$ cat src/rtl/latch_write_sequencer_pkg.sv
// Shared definitions for the latch write sequencer: FSM encoding and width helpers.
package latch_write_sequencer_pkg;

    localparam logic [1:0] ST_IDLE  = 2'd0;
    localparam logic [1:0] ST_SETUP = 2'd1;
    localparam logic [1:0] ST_GATE  = 2'd2;
    localparam logic [1:0] ST_HOLD  = 2'd3;

    // Index width for n entries, never narrower than one bit.
    function automatic int addr_width(input int n);
        return (n < 2) ? 1 : $clog2(n);
    endfunction

    // Width needed to hold a down-count that starts at n-1.
    function automatic int count_width(input int n);
        return (n <= 2) ? 1 : $clog2(n);
    endfunction

    function automatic int max3(input int a, input int b, input int c);
        int m;
        m = (a > b) ? a : b;
        return (m > c) ? m : c;
    endfunction

endpackage

$ cat src/rtl/latch_phase_counter.sv
// Loadable down-counter shared by the setup, gate and hold phases.
// Latency: load and advance take effect at the next edge; terminal flags a count of zero.
module latch_phase_counter #(
    parameter int Width = 1
) (
    input  logic             Clock,
    input  logic             Reset,
    input  logic             load,
    input  logic [Width-1:0] load_val,
    input  logic             advance,
    output logic             terminal
);

    logic [Width-1:0] count;

    assign terminal = (count == '0);

    // Load wins over advance so a phase change restarts cleanly on a ticking edge.
    always_ff @(posedge Clock or posedge Reset) begin
        if (Reset) begin
            count <= '0;
        end else if (load) begin
            count <= load_val;
        end else if (advance && !terminal) begin
            count <= count - Width'(1);
        end
    end

endmodule

$ cat src/rtl/latch_write_sequencer.sv
// Writer-side sequencer for a level-sensitive latch bank: setup, gate window, hold.
// Latency: done pulses SetupCycles+GateCycles+HoldCycles+1 cycles after accept; wr_ready low while busy.
module latch_write_sequencer
    import latch_write_sequencer_pkg::*;
#(
    parameter int NrOfBits    = 8,
    parameter int NrOfLatches = 4,
    parameter bit ActiveLevel = 1'b1,
    parameter int SetupCycles = 1,
    parameter int GateCycles  = 2,
    parameter int HoldCycles  = 1,
    localparam int AW         = addr_width(NrOfLatches)
) (
    input  logic                   Clock,
    input  logic                   Reset,
    input  logic                   ClockEnable,
    input  logic                   Tick,
    input  logic                   wr_valid,
    output logic                   wr_ready,
    input  logic                   wr_clear,
    input  logic [AW-1:0]          wr_addr,
    input  logic [NrOfBits-1:0]    wr_data,
    output logic [NrOfBits-1:0]    lat_d,
    output logic [NrOfLatches-1:0] lat_gate,
    output logic [NrOfLatches-1:0] lat_clr,
    output logic                   lat_tick,
    output logic                   busy,
    output logic                   done,
    output logic                   addr_err
);

    localparam int CW = count_width(max3(SetupCycles, GateCycles, HoldCycles));
    localparam logic [AW:0]          NL        = (AW + 1)'(NrOfLatches);
    localparam logic [NrOfLatches-1:0] GATE_OFF = {NrOfLatches{~ActiveLevel}};

    if (SetupCycles < 1) begin : g_bad_setup
        $error("SetupCycles must be at least 1");
    end
    if (GateCycles < 1) begin : g_bad_gate
        $error("GateCycles must be at least 1");
    end
    if (HoldCycles < 1) begin : g_bad_hold
        $error("HoldCycles must be at least 1");
    end

    logic [1:0]             state_q;
    logic [1:0]             state_d;
    logic                   rdy_q;
    logic [AW-1:0]          addr_q;
    logic                   clear_q;
    logic                   addr_ok_q;
    logic                   advance;
    logic                   accept;
    logic                   cnt_load;
    logic [CW-1:0]          cnt_val;
    logic                   cnt_tc;
    logic                   finishing;
    logic [NrOfLatches-1:0] sel;

    assign advance  = ClockEnable & Tick;
    assign wr_ready = rdy_q & ClockEnable;
    assign accept   = wr_valid & wr_ready;

    latch_phase_counter #(
        .Width(CW)
    ) u_phase_cnt (
        .Clock    (Clock),
        .Reset    (Reset),
        .load     (cnt_load),
        .load_val (cnt_val),
        .advance  (advance),
        .terminal (cnt_tc)
    );

    // Each phase preloads length-1 so terminal is reached on its last advancing cycle.
    always_comb begin
        state_d  = state_q;
        cnt_load = 1'b0;
        cnt_val  = '0;
        case (state_q)
            ST_IDLE: begin
                if (accept) begin
                    state_d  = ST_SETUP;
                    cnt_load = 1'b1;
                    cnt_val  = CW'(SetupCycles - 1);
                end
            end
            ST_SETUP: begin
                if (advance && cnt_tc) begin
                    state_d  = ST_GATE;
                    cnt_load = 1'b1;
                    cnt_val  = CW'(GateCycles - 1);
                end
            end
            ST_GATE: begin
                if (advance && cnt_tc) begin
                    state_d  = ST_HOLD;
                    cnt_load = 1'b1;
                    cnt_val  = CW'(HoldCycles - 1);
                end
            end
            default: begin
                if (advance && cnt_tc) begin
                    state_d = ST_IDLE;
                end
            end
        endcase
    end

    assign finishing = (state_q == ST_HOLD) && (state_d == ST_IDLE);

    // Out-of-range indices decode to no select bit at all.
    always_comb begin
        sel = '0;
        for (int i = 0; i < NrOfLatches; i++) begin
            if (addr_q == AW'(i)) begin
                sel[i] = 1'b1;
            end
        end
    end

    always_ff @(posedge Clock or posedge Reset) begin
        if (Reset) begin
            state_q   <= ST_IDLE;
            rdy_q     <= 1'b0;
            addr_q    <= '0;
            clear_q   <= 1'b0;
            addr_ok_q <= 1'b0;
            lat_d     <= '0;
            lat_gate  <= GATE_OFF;
            lat_clr   <= '0;
            lat_tick  <= 1'b0;
            busy      <= 1'b0;
            done      <= 1'b0;
            addr_err  <= 1'b0;
        end else begin
            state_q  <= state_d;
            rdy_q    <= (state_d == ST_IDLE);
            busy     <= (state_d != ST_IDLE);
            done     <= finishing;
            addr_err <= finishing & ~addr_ok_q;
            lat_tick <= (state_d == ST_GATE);

            if (accept) begin
                addr_q    <= wr_addr;
                clear_q   <= wr_clear;
                addr_ok_q <= ({1'b0, wr_addr} < NL);
                lat_d     <= wr_clear ? '0 : wr_data;
            end

            // lat_d only moves on accept, which is never during GATE, so the gate sees stable data.
            if ((state_d == ST_GATE) && !clear_q) begin
                lat_gate <= sel ^ GATE_OFF;
            end else begin
                lat_gate <= GATE_OFF;
            end

            if ((state_d == ST_GATE) && clear_q) begin
                lat_clr <= sel;
            end else begin
                lat_clr <= '0;
            end
        end
    end

endmodule
$ cat config.mk
export PLATFORM = sky130hd
export DESIGN_NAME = latch_write_sequencer
export DESIGN_NICKNAME = d
export VERILOG_FILES = /design/src/rtl/latch_write_sequencer_pkg.sv /design/src/rtl/latch_phase_counter.sv /design/src/rtl/latch_write_sequencer.sv
export SDC_FILE = /design/constraint.sdc
export NUM_CORES = 1
export LEC_CHECK = 0
export BUFFER_PORTS_ARGS = -buffer_cell sky130_fd_sc_hd__buf_2
export CORE_ASPECT_RATIO = 1.4
export CORE_MARGIN = 3
export CORE_UTILIZATION = 56
export CTS_BUF_LIST = sky130_fd_sc_hd__clkbuf_8
export DETAILED_ROUTE_END_ITERATION = 12
export PLACE_DENSITY = 0.95
export SETUP_SLACK_MARGIN = 0.1
export SLEW_MARGIN = 40
export SYNTH_ARGS = -nofsm -noshare
export SYNTH_HDL_FRONTEND = slang
export SYNTH_SLANG_ARGS = --single-unit
$ cat constraint.sdc
create_clock -name Clock -period 3 [get_ports Clock]
set_clock_uncertainty 0.2 [all_clocks]
set_input_delay 0.3 -clock Clock [delete_from_list [all_inputs] [get_ports Clock]]
set_output_delay 0.3 -clock Clock [all_outputs]
set_load 0.01 [all_outputs]
==> summary.txt <==
Placer Congestion: 0.8026
Max FO, Critical Path: 11
Worst Setup End Kind: flop
CP max-delay cell: dfrtp_1
ANT nets after route: 0
# clock sinks: 28
MaxCap Viol Count: 0
Worst-skew pair later-pin latency: 0.26 ns
CTS tree: built
Pin count of the biggest net entering global routing: 29
Fin cells: 168
Seq pwr share: 40.6%
Tmin final: 2.323 ns
Cell taking the most area after synthesis: dfrtp_1
# setup viols final: 0
Clock H-tree levels: 1
Final Power: 1.481 mW
P_sw: 0.5575 mW
Fin Setup TNS: 0 ns
Leakage power: 0.7629 nW
Clk pin slew, worst setup/hold paths: 0.09 ns
Clock share of power: 19.4%
# port buffers: 36
Cell Chain, Critical Path: inv_1 -> ha_1 -> or2_1 -> a21oi_1 -> o22a_1 -> inv_1 -> nor4_1
Max stage delay on crit path: 0.45 ns
GRT Total Usage: 17.36%
Antenna cells: 0
Cell family with most CP delay: compound AO/OA/AOI/OAI gates
Yosys warnings: 0
VDD IR-drop max: 688.9 uV
Grt total ovfl: 0
PwrDens: 986.1 nW/um2
NumNets Final: 169
Avg WL per Cell: 13.47 um
Post-synthesis sequential area ratio: 56.80%
Max Fclk: 430.6 MHz
Max-slew headroom: 62.70%
Post-synthesis area per instance: 11.32 um2
Initial antenna violation count: 0
Final hold violations: 0
Worst slew pin tran: 0.5594 ns
DRT Pass-1 Iters: 4
Vias: 920
Crit path required time: 2.97 ns
Num CTS Buffers: 3
Final Max Tran Viols: 0
Initial DRC count: 22
Row count: 19
Crit. path cell count: 7
Vias in the first global route: 873
Layout cells sized above 1: 35.37%
Outcome: completed
# hold bufs at CTS: 1
Number of vias per cell: 5.476
Top Ports: 37
Sw frac: 37.65%
Global-route wire length before repair: 3.588 mm
Distinct cells, synth: 30
Post-CTS Setup Bufs: 0
Final period util: 77.42%
Mapped Area: 1234 um2
Clock Tree Buf Depth: 2
Hold Path Class: in -> reg
Worst Path Arrival: 2.29 ns
DIE HEIGHT: 61.54 um
Die ar.: 2810 um2
Logic pwr share: 40.0%
Synth area leaders: dfrtp_1, nand2b_1, ha_1, nand2_1, nor4_1
Pint: 0.9231 mW
Cell mode on critical path: inv_1
Routed WL: 2.263 mm
Critical path class: reg -> reg
Cells after synthesis: 109
Reg2Reg Depth: 7
Leading cell types in the layout, fill and taps excluded: buf_2, dfrtp_1, nand2_1
DRC errors left: 0
Area growth syn-to-layout: 21.70%
Root buf cell: clkbuf_8
FF+latch count, synth: 28
Startpoint Class: flop
Post-DP HPWL: 1.667 mm
Synth top area share: 56.80%
Core Footprint: 2021 um2
WHS Path Cells: 2
Commonest non-fill, non-tap cell in the layout: buf_2
Unrepaired setup endpoints after global routing: no
Post-CTS sizing: 0
Die W: 45.67 um
Syn nets: 130
Worst Path Buf+Inv: 2
Starting density of the core: 61.05%
Dpl cells: 163
metal layers:
layer	GRT usage (%)	routed length, um
met4	7.531	21
met2	31.14	1148
met5	0	0
met3	3.216	172
met1	19.54	920
state kept, by name, summed over array words and instances (netlist names):
name / flops
busy: 1
clear_q: 1
u_phase_cnt.count: 1
addr_err: 1
lat_tick: 1
done: 1
addr_q: 2
state_q: 2
lat_gate: 4
lat_clr: 4
lat_d: 8
rdy_q: 1
addr_ok_q: 1
path summary, 6_finish.rpt:
check | from | endpoint | slack (ns)
max in group asynchronous | Reset | clear_q$_DFFE_PP0P_ | 1.82
worst min register to register | addr_ok_q$_DFFE_PP0P_ | addr_err$_DFF_PP0_ | 0.26
worst min-delay path | wr_addr[1] | addr_q[1]$_DFFE_PP0P_ | 0.07
worst max-delay path | state_q[1]$_DFF_PP0_ | addr_err$_DFF_PP0_ | 0.68
worst max register to register | state_q[1]$_DFF_PP0_ | addr_err$_DFF_PP0_ | 0.68
min in group asynchronous | Reset | lat_clr[2]$_DFF_PP0_ | 0.42
logic make-up (layout without fill, tap and decap cells):
group,count (synthesis),count (layout),share of synthesized area [%]
AO/OA/AOI/OAI,18,18,9.433
adder cells (fa/ha/maj),5,5,5.071
buffers and inverters,8,46,3.143
flip-flops,28,28,56.79
multiplexers,3,3,2.738
AND/OR/NAND/NOR,47,47,22.82
cell usage after synthesis, drive strengths merged:
cell and instances:
dfrtp 28, nand2 13, nand2b 12, o21ai 11, nor4 7, ha 5
inv 5, nor2 4, a21oi 3, mux2 3, buf 2, nor4b 2
a22oi 1, and2 1, and3 1, and3b 1, clkbuf 1, nand3 1
nand3b 1, nand4b 1, nor2b 1, nor3 1, o211ai 1, o22a 1
o31ai 1, or2 1
metrics by stage:
step | utilization, % | hold WS, ns | area [um2] | setup slack [ns]
floorplan | - | 0.1654 | 1234 | 1.134
CTS | 74.30 | 0.06520 | 1501 | 0.6934
detailed placement | 70.28 | 0.1870 | 1420 | 0.7225
global route | 74.30 | 0.06194 | 1501 | 0.5480
global placement | 70.28 | 0.2255 | 1420 | 0.9001
finish | 74.30 | 0.06568 | 1501 | 0.6774
cell type report:
class	count	area (um2)
Inverter	5	18.77
Timing Repair Buffer	37	190.2
Fill cell	134	519.2
Clock inverter	1	30.03
Sequential cell	28	700.7
Multi-Input combinational cell	73	494.2
Clock buffer	3	41.29
Tap cell	21	26.28
power by group through the flow:
| stage | sequential (mW) | clock, mW | combinational [mW] |
|---|---|---|---|
| 2_1_floorplan | 0.647 | 0 | 0.387 |
| 6_report | 0.601 | 0.288 | 0.592 |
| 4_1_cts | 0.600 | 0.290 | 0.595 |
| 3_5_place_dp | 0.608 | 0 | 0.588 |
| 3_3_place_gp | 0.600 | 0 | 0.555 |
| 5_1_grt | 0.616 | 0.306 | 0.662 |
Note: power is estimated with default switching activity, not from simulation.
